$ cat config.mk
export PLATFORM = sky130hd
export DESIGN_NAME = alu_share_arbiter
export DESIGN_NICKNAME = d
export VERILOG_FILES = /design/src/rtl/alu_share_arbiter_pkg.sv /design/src/rtl/alu_share_arbiter_arithmetic_unit.sv /design/src/rtl/alu_share_arbiter.sv
export SDC_FILE = /design/constraint.sdc
export NUM_CORES = 1
export LEC_CHECK = 0
export BUFFER_PORTS_ARGS = -buffer_cell sky130_fd_sc_hd__buf_2
export CAP_MARGIN = 15
export CORE_MARGIN = 4
export CORE_UTILIZATION = 38
export DETAILED_ROUTE_END_ITERATION = 8
export GPL_TIMING_DRIVEN = 1
export HOLD_SLACK_MARGIN = 0.05
export SYNTH_ARGS = -nofsm -noshare
export SYNTH_HDL_FRONTEND = slang
export SYNTH_SLANG_ARGS = --single-unit
$ cat constraint.sdc
create_clock -name clk -period 3.8 [get_ports clk]
set_input_delay 0.57 -clock clk [delete_from_list [all_inputs] [get_ports clk]]
set_output_delay 0.57 -clock clk [all_outputs]
set_load 0.1 [all_outputs]
$ cat src/rtl/alu_share_arbiter_pkg.sv
// Shared definitions for the alu_share_arbiter slice: datapath widths,
// operation encodings understood by arithmetic_unit, and the sequencer
// state type.
package alu_share_arbiter_pkg;

  localparam int unsigned DATA_W = 4;
  localparam int unsigned OP_W   = 2;

  typedef enum logic [OP_W-1:0] {
    OP_ADD  = 2'b00,
    OP_SUB  = 2'b01,
    OP_ZERO = 2'b10,
    OP_NEG  = 2'b11
  } op_t;

  typedef enum logic [1:0] {
    ST_IDLE,
    ST_EXEC,
    ST_RESP
  } state_t;

endpackage

$ cat src/rtl/alu_share_arbiter_arithmetic_unit.sv
// arithmetic_unit: combinational 4-bit datapath shared by both requesters.
//   a, b : operands
//   sel  : 00 = a+b, 01 = a-b, 10 = zero, 11 = two's complement of a
//   y    : result modulo 2**DATA_W (carry/borrow discarded)
module arithmetic_unit
  import alu_share_arbiter_pkg::*;
(
  input  logic [DATA_W-1:0] a,
  input  logic [DATA_W-1:0] b,
  input  logic [OP_W-1:0]   sel,
  output logic [DATA_W-1:0] y
);

  always_comb begin
    y = '0;
    unique case (sel)
      OP_ADD:  y = a + b;
      OP_SUB:  y = a + ~b + DATA_W'(1);
      OP_ZERO: y = '0;
      OP_NEG:  y = ~a + DATA_W'(1);
      default: y = '0;
    endcase
  end

endmodule

$ cat src/rtl/alu_share_arbiter.sv
// alu_share_arbiter: round-robin sequencer that time-shares one
// arithmetic_unit between two requesters. One operation is in flight at a
// time: IDLE (grant + latch) -> EXEC (compute, register) -> RESP (hold
// result until the owner takes it).
//   clk, rst              : clock, synchronous active-high reset
//   reqN_valid/ready      : operation request handshake, N = 0/1
//   reqN_a/b/op           : operands and operation select
//   rspN_valid/ready      : response handshake
//   rspN_result           : result, zero whenever rspN_valid is low
//   busy                  : high whenever the sequencer is not IDLE
module alu_share_arbiter
  import alu_share_arbiter_pkg::*;
(
  input  logic              clk,
  input  logic              rst,
  input  logic              req0_valid,
  output logic              req0_ready,
  input  logic [DATA_W-1:0] req0_a,
  input  logic [DATA_W-1:0] req0_b,
  input  logic [OP_W-1:0]   req0_op,
  input  logic              req1_valid,
  output logic              req1_ready,
  input  logic [DATA_W-1:0] req1_a,
  input  logic [DATA_W-1:0] req1_b,
  input  logic [OP_W-1:0]   req1_op,
  output logic              rsp0_valid,
  input  logic              rsp0_ready,
  output logic [DATA_W-1:0] rsp0_result,
  output logic              rsp1_valid,
  input  logic              rsp1_ready,
  output logic [DATA_W-1:0] rsp1_result,
  output logic              busy
);

  state_t              state_q, state_d;
  logic                last_q, last_d;
  logic                owner_q, owner_d;
  logic [DATA_W-1:0]   a_q, a_d;
  logic [DATA_W-1:0]   b_q, b_d;
  logic [OP_W-1:0]     op_q, op_d;
  logic [DATA_W-1:0]   result_q, result_d;

  logic [DATA_W-1:0]   alu_y;
  logic                any_valid;
  logic                win1;

  arithmetic_unit u_alu (
    .a   (a_q),
    .b   (b_q),
    .sel (op_q),
    .y   (alu_y)
  );

  // Requester 1 wins when alone, or on a tie when requester 0 was served last.
  assign any_valid = req0_valid | req1_valid;
  assign win1      = req1_valid & (~req0_valid | ~last_q);
  assign busy      = (state_q != ST_IDLE);

  always_comb begin
    state_d     = state_q;
    last_d      = last_q;
    owner_d     = owner_q;
    a_d         = a_q;
    b_d         = b_q;
    op_d        = op_q;
    result_d    = result_q;
    req0_ready  = 1'b0;
    req1_ready  = 1'b0;
    rsp0_valid  = 1'b0;
    rsp1_valid  = 1'b0;
    rsp0_result = '0;
    rsp1_result = '0;

    unique case (state_q)
      ST_IDLE: begin
        // Ready is masked by rst so nothing is accepted on a reset edge.
        if (any_valid && !rst) begin
          req0_ready = ~win1;
          req1_ready = win1;
          owner_d    = win1;
          a_d        = win1 ? req1_a  : req0_a;
          b_d        = win1 ? req1_b  : req0_b;
          op_d       = win1 ? req1_op : req0_op;
          state_d    = ST_EXEC;
        end
      end
      ST_EXEC: begin
        result_d = alu_y;
        state_d  = ST_RESP;
      end
      ST_RESP: begin
        if (!owner_q) begin
          rsp0_valid  = 1'b1;
          rsp0_result = result_q;
          if (rsp0_ready) begin
            last_d  = 1'b0;
            state_d = ST_IDLE;
          end
        end else begin
          rsp1_valid  = 1'b1;
          rsp1_result = result_q;
          if (rsp1_ready) begin
            last_d  = 1'b1;
            state_d = ST_IDLE;
          end
        end
      end
      default: state_d = ST_IDLE;
    endcase
  end

  always_ff @(posedge clk) begin
    if (rst) begin
      state_q  <= ST_IDLE;
      last_q   <= 1'b1;
      owner_q  <= 1'b0;
      a_q      <= '0;
      b_q      <= '0;
      op_q     <= '0;
      result_q <= '0;
    end else begin
      state_q  <= state_d;
      last_q   <= last_d;
      owner_q  <= owner_d;
      a_q      <= a_d;
      b_q      <= b_d;
      op_q     <= op_d;
      result_q <= result_d;
    end
  end

endmodule

==> impl_metrics.csv, run 1 <==
group,metric,value,unit
outcome,status,"complete, no violations",
floorplanning,dieArea,4278,µm²
global_route,antenna_found_initial,0,
logic_synthesis,syn-mean-instance-area,9.209,µm²
logic_synthesis,ys_ff_latch,18,
critical_path,cp_num_buf_inv,2,
drt,dr.pass1.iters,4,
timing,finalClockSkew,0.005049,ns
critical_path,path_class,"flop to output port",
logic_synthesis,yosysWarningCount,0,
place,port_buffers,38,
critical_path,worstPathMaxFanout,23,
global_route,grt-ovfl-total,0,
critical_path,critical-path-top-delay-family,"buffers and inverters",
drt,via_per_inst,4.967,
clock_network,worst_skew_pair.late_latency,0.29,ns
timing,period_minus_slack,2.553,ns
global_route,grt_max_degree,24,
run,max-cap-violations,0,
timing,fmax,0.3917,GHz
timing,tns,0,ns
critical_path,cp_cell_sequence,"or2_4 > nor3_4 > buf_4 > and2_1 > buf_2",
clock_network,cts_tree,"done",
drt,via_count,1068,
timing,setup_viol,0,
global_route,grt_pass1_vias,1051,
floorplanning,rows,20,
place,dpl.hpwl,2.209,mm
logic_synthesis,synth.most_common_cell,"nor2_1",
logic_synthesis,syn_inst,136,
power_and_ir_drop,p_per_area,350.5,nW/µm²
timing,slew_viol_final,0,
timing,finalCritPeriodShare,0.6719,
logic_synthesis,yosysSeqAreaShare,0.2877,
layout,layout-drive-gt1-share,0.3333,
logic_synthesis,synth_top_area_frac,0.2877,
layout,diodes,0,
power_and_ir_drop,vdd_ir_drop_max,0.1764,mV
place,gp_congestion,0.7559,
global_route,gr-usage-all-layers,0.1406,
logic_synthesis,synth-async-reset-ratio,0,
clock_network,ctsHoldBuffers,0,
drt,drt_wl_total,2.733,mm
layout,area_growth,19.78,%
timing,slew_headroom,0.4502,
clock_network,post_cts_resized,0,
floorplanning,io_pins,39,
logic_synthesis,synth_edf_count,0,
power_and_ir_drop,p_leak,0.6428,nW
timing,tightest_slew,0.8198,ns
logic_synthesis,synth_ff_type,"dfxtp_1",
clock_network,cts_setup_buffers,0,
logic_synthesis,ys_types,45,
floorplanning,core_area,3103,µm²
timing,holdWs,0.5238,ns
critical_path,cp.arrival,1.98,ns
drt,drcViolationCount,0,
logic_synthesis,synthTopCellsByCount,"19 x nor2_1, 18 x dfxtp_1, 13 x mux2i_1, 9 x and2_1, 8 x a211oi_2",
clock_network,root_buffer,"clkbuf_4",
floorplanning,dieHeight,65.41,µm
logic_synthesis,syn_nets,171,
drt,post_drt_wl_per_cell,12.71,µm
global_route,grt_pass1_wl,4.774,mm
layout,fill_cells,319,
clock_network,cts_made_buffers,3,
clock_network,clk_pin_slew,0.10,ns
critical_path,startpoint_type,"flop",
clock_network,cts_sinks,18,
layout,final_nets,207,
floorplanning,fp.dieW,65.41,µm
critical_path,reg2reg_slack,1.99,ns
critical_path,slowest_delay,0.42,ns
logic_synthesis,syn-cell-area,1252,µm²
logic_synthesis,synth_largest_area_cell,"dfxtp_1",
clock_network,h-tree-depth,1,
drt,first_iter_violations,47,
critical_path,cp.required,3.23,ns
logic_synthesis,synth_area_leaders,"dfxtp_1 29%, mux2i_1 10%, a211oi_2 8.0%",
hold_path,hold_path_class,"primary input to flop",
critical_path,cp_slowest_cell,"buf_2",
floorplanning,start_util,0.4036,
timing,rsz0062_at_grt,"false",
clock_network,cts_buffer_depth,2,
timing,hold_viol,0,
critical_path,worstSetupEndpointType,"output port",
drt,ant_nets,0,
==> sequential cells by signal (all words and copies together) (netlist names) <==
signal / flops
a_q: 4
last_q: 1
result_q: 4
b_q: 4
owner_q: 1
state_q: 2
op_q: 2
==> final timing paths <==
| kind | endpoint | cells past startpoint | start |
|---|---|---|---|
| setup / recovery | req1_ready | 5 | state_q[1]$_SDFFE_PP0P_ |
| hold / removal | last_q$_SDFFE_PP1P_ | 2 | rsp1_ready |
| setup reg to reg | result_q[3]$_SDFFE_PP0N_ | 6 | a_q[2]$_SDFFE_PP0P_ |
| hold reg to reg | result_q[0]$_SDFFE_PP0N_ | 2 | result_q[0]$_SDFFE_PP0N_ |
==> where the power goes <==
group          total, mW  switching, mW  leakage (nW)  internal (mW)
logic              0.179          0.109         0.473         0.0696
registers          0.231         0.0240         0.148          0.207
clock network      0.116         0.0576        0.0210         0.0584
==> layout by cell type (no fill, tap or decap), types with 2 or more instances in the layout <==
| cell type | count |
|---|---|
| dfxtp_1 | 18 |
| or3b_1 | 2 |
| mux2i_1 | 13 |
| a211oi_1 | 2 |
| a21oi_1 | 2 |
| xnor2_1 | 2 |
| fa_1 | 2 |
| nor3_1 | 3 |
| ha_1 | 7 |
| clkbuf_4 | 3 |
| nand2b_1 | 2 |
| buf_2 | 38 |
| o21ai_0 | 3 |
| and2_1 | 9 |
| a211oi_2 | 8 |
| nand2_1 | 5 |
| nor2_1 | 19 |
| inv_1 | 6 |
==> cells by family after synthesis <==
kind of cell,synth area share
adder cells (fa/ha/maj),0.1019
XOR/XNOR,0.02098
AND/OR/NAND/NOR,0.2278
AO/OA/AOI/OAI,0.1978
flip-flops,0.2877
buffers and inverters,0.05993
multiplexers,0.1039
==> per-layer routing <==
metal	wire length [µm]	up-vias	global-route usage	part of all wire
met1	1297	491	0.1771	0.47
met5	0	-	0	0
met3	99	4	0.02222	0.036
met2	1293	21	0.2389	0.47
met4	43	0	0.05440	0.016
li1	-	552	-	-
==> through the flow <==
step                instance area (µm²)  worst slack [ns]  utilization  instances  power [mW]
floorplan                          1264            0.5696            -        136      0.3771
global placement                   1464             1.281       0.4718        211      0.4098
detailed placement                 1464             1.248       0.4718        211      0.4155
CTS                                1500             1.239       0.4835        215      0.5318
global route                       1500             1.157       0.4835        215      0.5660
finish                             1500             1.247       0.4835        215      0.5258
==> cell type report <==
class | instances | area, µm² | share of cell area
tap | 44 | 55.05 | 0.03670
inverter | 6 | 22.52 | 0.01501
timing repair buffer | 39 | 197.7 | 0.1318
multi-input combinational | 104 | 828.3 | 0.5521
clock buffer | 4 | 36.28 | 0.02419
sequential | 18 | 360.3 | 0.2402
No activity file was read; power rests on OpenSTA's default activity.
==> inputs of run 2 (changes only) <==
==> constraint.sdc (replaced) <==
create_clock -name clk -period 2.43 [get_ports clk]
set_input_delay 0.3645 -clock clk [delete_from_list [all_inputs] [get_ports clk]]
set_output_delay 0.3645 -clock clk [all_outputs]
set_load 0.1 [all_outputs]
==> run 2 against run 1 <==
Net effect: core utilization grew 1.3 points; sequential share of layout area is 0.64 points lower; hold slack got worse by 0.21 ns; via count grew 1.3%; non-clock buffer count is 1 higher.
==> impl_metrics.csv, run 2 (synthesized netlist as in run 1, its figures left out) <==
group,metric,value,unit
outcome,status,"complete, no violations",
drt,dr.pass1.iters,4,
global_route,gr-usage-all-layers,0.1429,
layout,area_growth,23.08,%
place,dp.cells,212,
drt,drcViolationCount,0,
timing,tns,0,ns
hold_path,hold_path_class,"primary input to flop",
place,port_buffers,38,
drt,first_iter_violations,52,
drt,met1_length,1.237,mm
layout,biggestRegsByFlops,"a_q x4, b_q x4, result_q x4",
global_route,antenna_found_initial,0,
layout,fill_cells,319,
clock_network,cts_made_buffers,3,
critical_path,path_class,"flop to output port",
place,gp_congestion,0.8112,
layout,final_common_cell,"buf_2",
clock_network,post_cts_resized,0,
critical_path,cp.required,2.07,ns
timing,slew_viol_final,0,
layout,final_cells,216,
critical_path,worstPathMaxFanout,6,
floorplanning,dieArea,4278,µm²
timing,setup_viol,0,
power_and_ir_drop,vdd_ir_drop_max,0.3184,mV
critical_path,worstSetupEndpointType,"output port",
floorplanning,core_area,3103,µm²
place,dpl.hpwl,2.178,mm
critical_path,cp.arrival,1.67,ns
floorplanning,fp.dieW,65.41,µm
clock_network,h-tree-depth,1,
floorplanning,start_util,0.4036,
timing,rsz0062_at_grt,"false",
timing,finalClockSkew,0.009926,ns
floorplanning,io_pins,39,
clock_network,ctsHoldBuffers,0,
drt,met3_length,160,µm
drt,post_drt_wl_per_cell,12.38,µm
clock_network,cts_setup_buffers,0,
critical_path,startpoint_type,"flop",
global_route,grt_pass1_wl,4.885,mm
hold_path,min_path_cells,2,
floorplanning,dieHeight,65.41,µm
power_and_ir_drop,p_per_area,546.1,nW/µm²
timing,tightest_slew,0.4893,ns
power_and_ir_drop,p_total,0.8418,mW
clock_network,clk_pin_slew,0.12,ns
run,max-cap-violations,0,
layout,final_nets,208,
layout,mostFrequentLayoutCells,"37 x buf_2, 19 x nor2_1, 18 x dfxtp_1",
layout,layout-drive-gt1-share,0.3547,
drt,via_per_inst,5.009,
clock_network,worst_skew_pair.late_latency,0.30,ns
floorplanning,rows,20,
global_route,grt-ovfl-total,0,
global_route,grt_pass1_vias,1121,
critical_path,rr_worst_depth,6,
power_and_ir_drop,p_leak,0.6536,nW
drt,ant_nets,0,
drt,met2RoutedLength,1.268,mm
timing,slew_headroom,0.6738,
clock_network,cts_sinks,18,
drt,route.top_layer_used,"met4",
clock_network,cts_buffer_depth,2,
global_route,grt_max_degree,23,
layout,diodes,0,
timing,finalCritPeriodShare,0.8365,
timing,period_minus_slack,2.033,ns
drt,drt_wl_total,2.674,mm
timing,hold_viol,0,
clock_network,cts_tree,"done",
clock_network,root_buffer,"clkbuf_4",
timing,fmax,0.4920,GHz
drt,via_count,1082,
run 2: layout make-up:
type / count / area (µm²) / area share
clock buffer: 4 / 36.28 / 0.02354
tap: 44 / 55.05 / 0.03571
multi-input combinational: 104 / 847.1 / 0.5495
timing repair buffer: 40 / 220.2 / 0.1429
inverter: 6 / 22.52 / 0.01461
sequential: 18 / 360.3 / 0.2338
run 2: final timing paths:
check                           start                        to  slack (ns)
max           state_q[0]$_SDFFE_PP0P_                req0_ready        0.40
min                        rsp1_ready       last_q$_SDFFE_PP1P_        0.31
max reg2reg       a_q[1]$_SDFFE_PP0P_  result_q[3]$_SDFFE_PP0N_        0.56
min reg2reg  result_q[0]$_SDFFE_PP0N_  result_q[0]$_SDFFE_PP0N_        0.53
run 2: per-layer routing:
layer | up-vias | track usage
li1 | 551 | -
met2 | 27 | 0.2541
met3 | 2 | 0.04274
met1 | 502 | 0.1744
met4 | 0 | 0.01554
met5 | - | 0
run 2: worst max-delay path: stages, from the launching register on:
cell	delay, ns
dfxtp_1	0.38
or2_4	0.28
nor4_4	0.24
buf_2	0.46
run 2: power breakdown:
part | internal, mW | total, mW | switching [mW] | leakage [nW]
clock | 0.0914 | 0.192 | 0.101 | 0.0210
sequential | 0.324 | 0.360 | 0.0364 | 0.148
combinational | 0.115 | 0.290 | 0.175 | 0.484
total | 0.530 | 0.842 | 0.312 | 0.654
run 2: stage by stage:
step | utilization | setup slack [ns] | instance area (µm²) | hold WS (ns)
6_report | 0.4968 | 0.3973 | 1541 | 0.3125
5_1_grt | 0.4968 | 0.3079 | 1541 | 0.3003
4_1_cts | 0.4968 | 0.3799 | 1541 | 0.2915
3_5_place_dp | 0.4851 | 0.5943 | 1505 | 0.5167
3_3_place_gp | 0.4851 | 0.6545 | 1505 | 0.4986
2_1_floorplan | - | -0.09278 | 1284 | 0.4760
==> inputs of run 3 (changes only) <==
==> constraint.sdc (replaced) <==
create_clock -name clk -period 1.7 [get_ports clk]
set_input_delay 0.255 -clock clk [delete_from_list [all_inputs] [get_ports clk]]
set_output_delay 0.255 -clock clk [all_outputs]
set_load 0.1 [all_outputs]
==> run 3 against run 2 <==
Net effect: the flow now finishes with violations (setup timing); core utilization up 11 points; worst setup slack worse by 0.45 ns; clock skew down 0.0077 ns; largest power group unchanged; sequential power up 42%.
==> impl_metrics.csv, run 3 (synthesized netlist as in run 1, its figures left out) <==
group,metric,value,unit
drt,dr.pass1.iters,3,
timing,finalCritPeriodShare,1.031,
critical_path,rr_worst_depth,9,
layout,final_cells,229,
timing,period_minus_slack,1.753,ns
layout,stdcell_area,1874,µm²
outcome,violations,"setup timing",
place,port_buffers,38,
place,dpl.hpwl,2.504,mm
power_and_ir_drop,p_total,1.296,mW
floorplanning,dieHeight,65.41,µm
timing,holdWs,0.1895,ns
clock_network,cts_sinks,18,
clock_network,cts_tree,"done",
layout,mostFrequentLayoutCells,"26 x buf_2, 19 x nor2_1, 15 x buf_4",
power_and_ir_drop,p_leak,0.7619,nW
layout,area_growth,49.65,%
run,max-cap-violations,0,
place,pre_cts_ws,-0.01195,ns
timing,tightest_slew,0.4829,ns
floorplanning,fp.dieW,65.41,µm
critical_path,path_class,"flop to output port",
critical_path,startpoint_type,"flop",
global_route,antenna_found_initial,0,
drt,drcViolationCount,0,
power_and_ir_drop,p_per_area,691.6,nW/µm²
global_route,grt_max_degree,19,
hold_path,whs_endpoint,"last_q$_SDFFE_PP1P_",
layout,final_common_cell,"buf_2",
floorplanning,rows,20,
timing,rsz0062_at_grt,"true",
drt,post_drt_wl_per_cell,13.48,µm
place,place_area,1763,µm²
critical_path,cp.required,1.44,ns
layout,diodes,0,
critical_path,worstPathMaxFanout,5,
critical_path,worstSetupEndpointType,"output port",
timing,slew_viol_final,0,
hold_path,min_path_cells,2,
place,gp_congestion,0.8382,
global_route,gr-usage-all-layers,0.1497,
critical_path,r2r_end,"result_q[2]$_SDFFE_PP0N_",
power_and_ir_drop,vdd_ir_drop_max,0.4566,mV
timing,setup_viol,2,
clock_network,cts_made_buffers,3,
layout,layout-drive-gt1-share,0.5081,
layout,final_nets,221,
drt,ant_nets,0,
timing,fmax,0.5705,GHz
floorplanning,start_util,0.4036,
global_route,grt_pass1_vias,1159,
global_route,grt-ovfl-total,0,
drt,via_per_inst,4.956,
place,dp.cells,222,
floorplanning,core_area,3103,µm²
critical_path,r2r_start,"a_q[0]$_SDFFE_PP0P_",
floorplanning,io_pins,39,
outcome,status,"finished, violations left",
critical_path,reg2reg_slack,0.07,ns
hold_path,hold_path_class,"primary input to flop",
layout,biggestRegsByFlops,"a_q x4, b_q x4, result_q x4",
global_route,grt_pass1_wl,5.064,mm
timing,layout_setup_ws,-0.05297,ns
clock_network,clk_pin_slew,0.11,ns
critical_path,cp.arrival,1.50,ns
floorplanning,dieArea,4278,µm²
drt,via_count,1135,
timing,finalClockSkew,0.002270,ns
hold_path,holdCritStartpoint,"rsp1_ready",
timing,hold_viol,0,
drt,first_iter_violations,8,
clock_network,h-tree-depth,1,
clock_network,worst_skew_pair.late_latency,0.30,ns
clock_network,root_buffer,"clkbuf_4",
timing,slew_headroom,0.6803,
clock_network,cts_buffer_depth,2,
drt,drt_wl_total,3.086,mm
[run 3: changes by cell type in the layout (fill, tap and decap cells not counted), moves of 5 or more]
cell,before,now
and2_4,0,9
buf_4,2,15
dfxtp_1,18,10
buf_2,37,26
and2_1,6,0
dfxtp_2,0,5
buf_12,1,12
[run 3: timing repair]
item	CTS	global route
gates resized for setup	5	15
setup buffers	2	1
pin swaps	2	5
hold buffers	0	0
endpoints found under the setup margin	11	10
[run 3: per-layer routing]
| metal | part of all wire | wire length (µm) | up-vias | GRT usage |
|---|---|---|---|---|
| met2 | 0.51 | 1580 | 35 | 0.2756 |
| met5 | 0 | 0 | - | 0 |
| met3 | 0.045 | 140 | 8 | 0.01880 |
| li1 | - | - | 576 | - |
| met1 | 0.42 | 1296 | 516 | 0.1725 |
| met4 | 0.022 | 68 | 0 | 0.06218 |
[run 3: final cells by class]
| type | instances | area (µm²) |
|---|---|---|
| fillers | 286 | 1229 |
| multi-input cells | 104 | 899.6 |
| repair buffers | 53 | 483.0 |
| flip-flops and latches | 18 | 377.9 |
| well taps | 44 | 55.05 |
| clock buffers | 4 | 36.28 |
| inverters | 6 | 22.52 |
[run 3: worst max-delay path, cell delays in order (launching register included)]
cell and delay, ns:
dfxtp_4 0.37, or2_4 0.28, nor4_4 0.33, buf_12 0.22
[run 3: how the worst max path moves through the flow]
stage / end / from / slack [ns] / cells past startpoint
final: req0_ready / state_q[1]$_SDFFE_PP0P_ / -0.05 / 3
after global routing: req0_ready / state_q[1]$_SDFFE_PP0P_ / -0.09 / 3
after CTS: req1_ready / state_q[1]$_SDFFE_PP0P_ / -0.08 / 4
after detailed placement: result_q[3]$_SDFFE_PP0N_ / b_q[2]$_SDFFE_PP0P_ / -0.01 / 7
after global placement: result_q[3]$_SDFFE_PP0N_ / b_q[2]$_SDFFE_PP0P_ / 0.04 / 7
after floorplan: req0_ready / state_q[1]$_SDFFE_PP0P_ / -0.39 / 2
[run 3: through the flow]
step                      setup TNS (ns)    util
after CTS                        -0.1369  0.5903
after detailed placement        -0.01195  0.5681
after global placement                 0  0.5681
final                           -0.07434  0.6040
after floorplan                   -1.743       -
after global routing             -0.2696  0.6040
[run 3: report_power, final]
| group | total (mW) | internal (mW) | switching [mW] |
|---|---|---|---|
| Combinational | 0.510 | 0.228 | 0.283 |
| Clock | 0.274 | 0.131 | 0.143 |
| Sequential | 0.512 | 0.465 | 0.0466 |
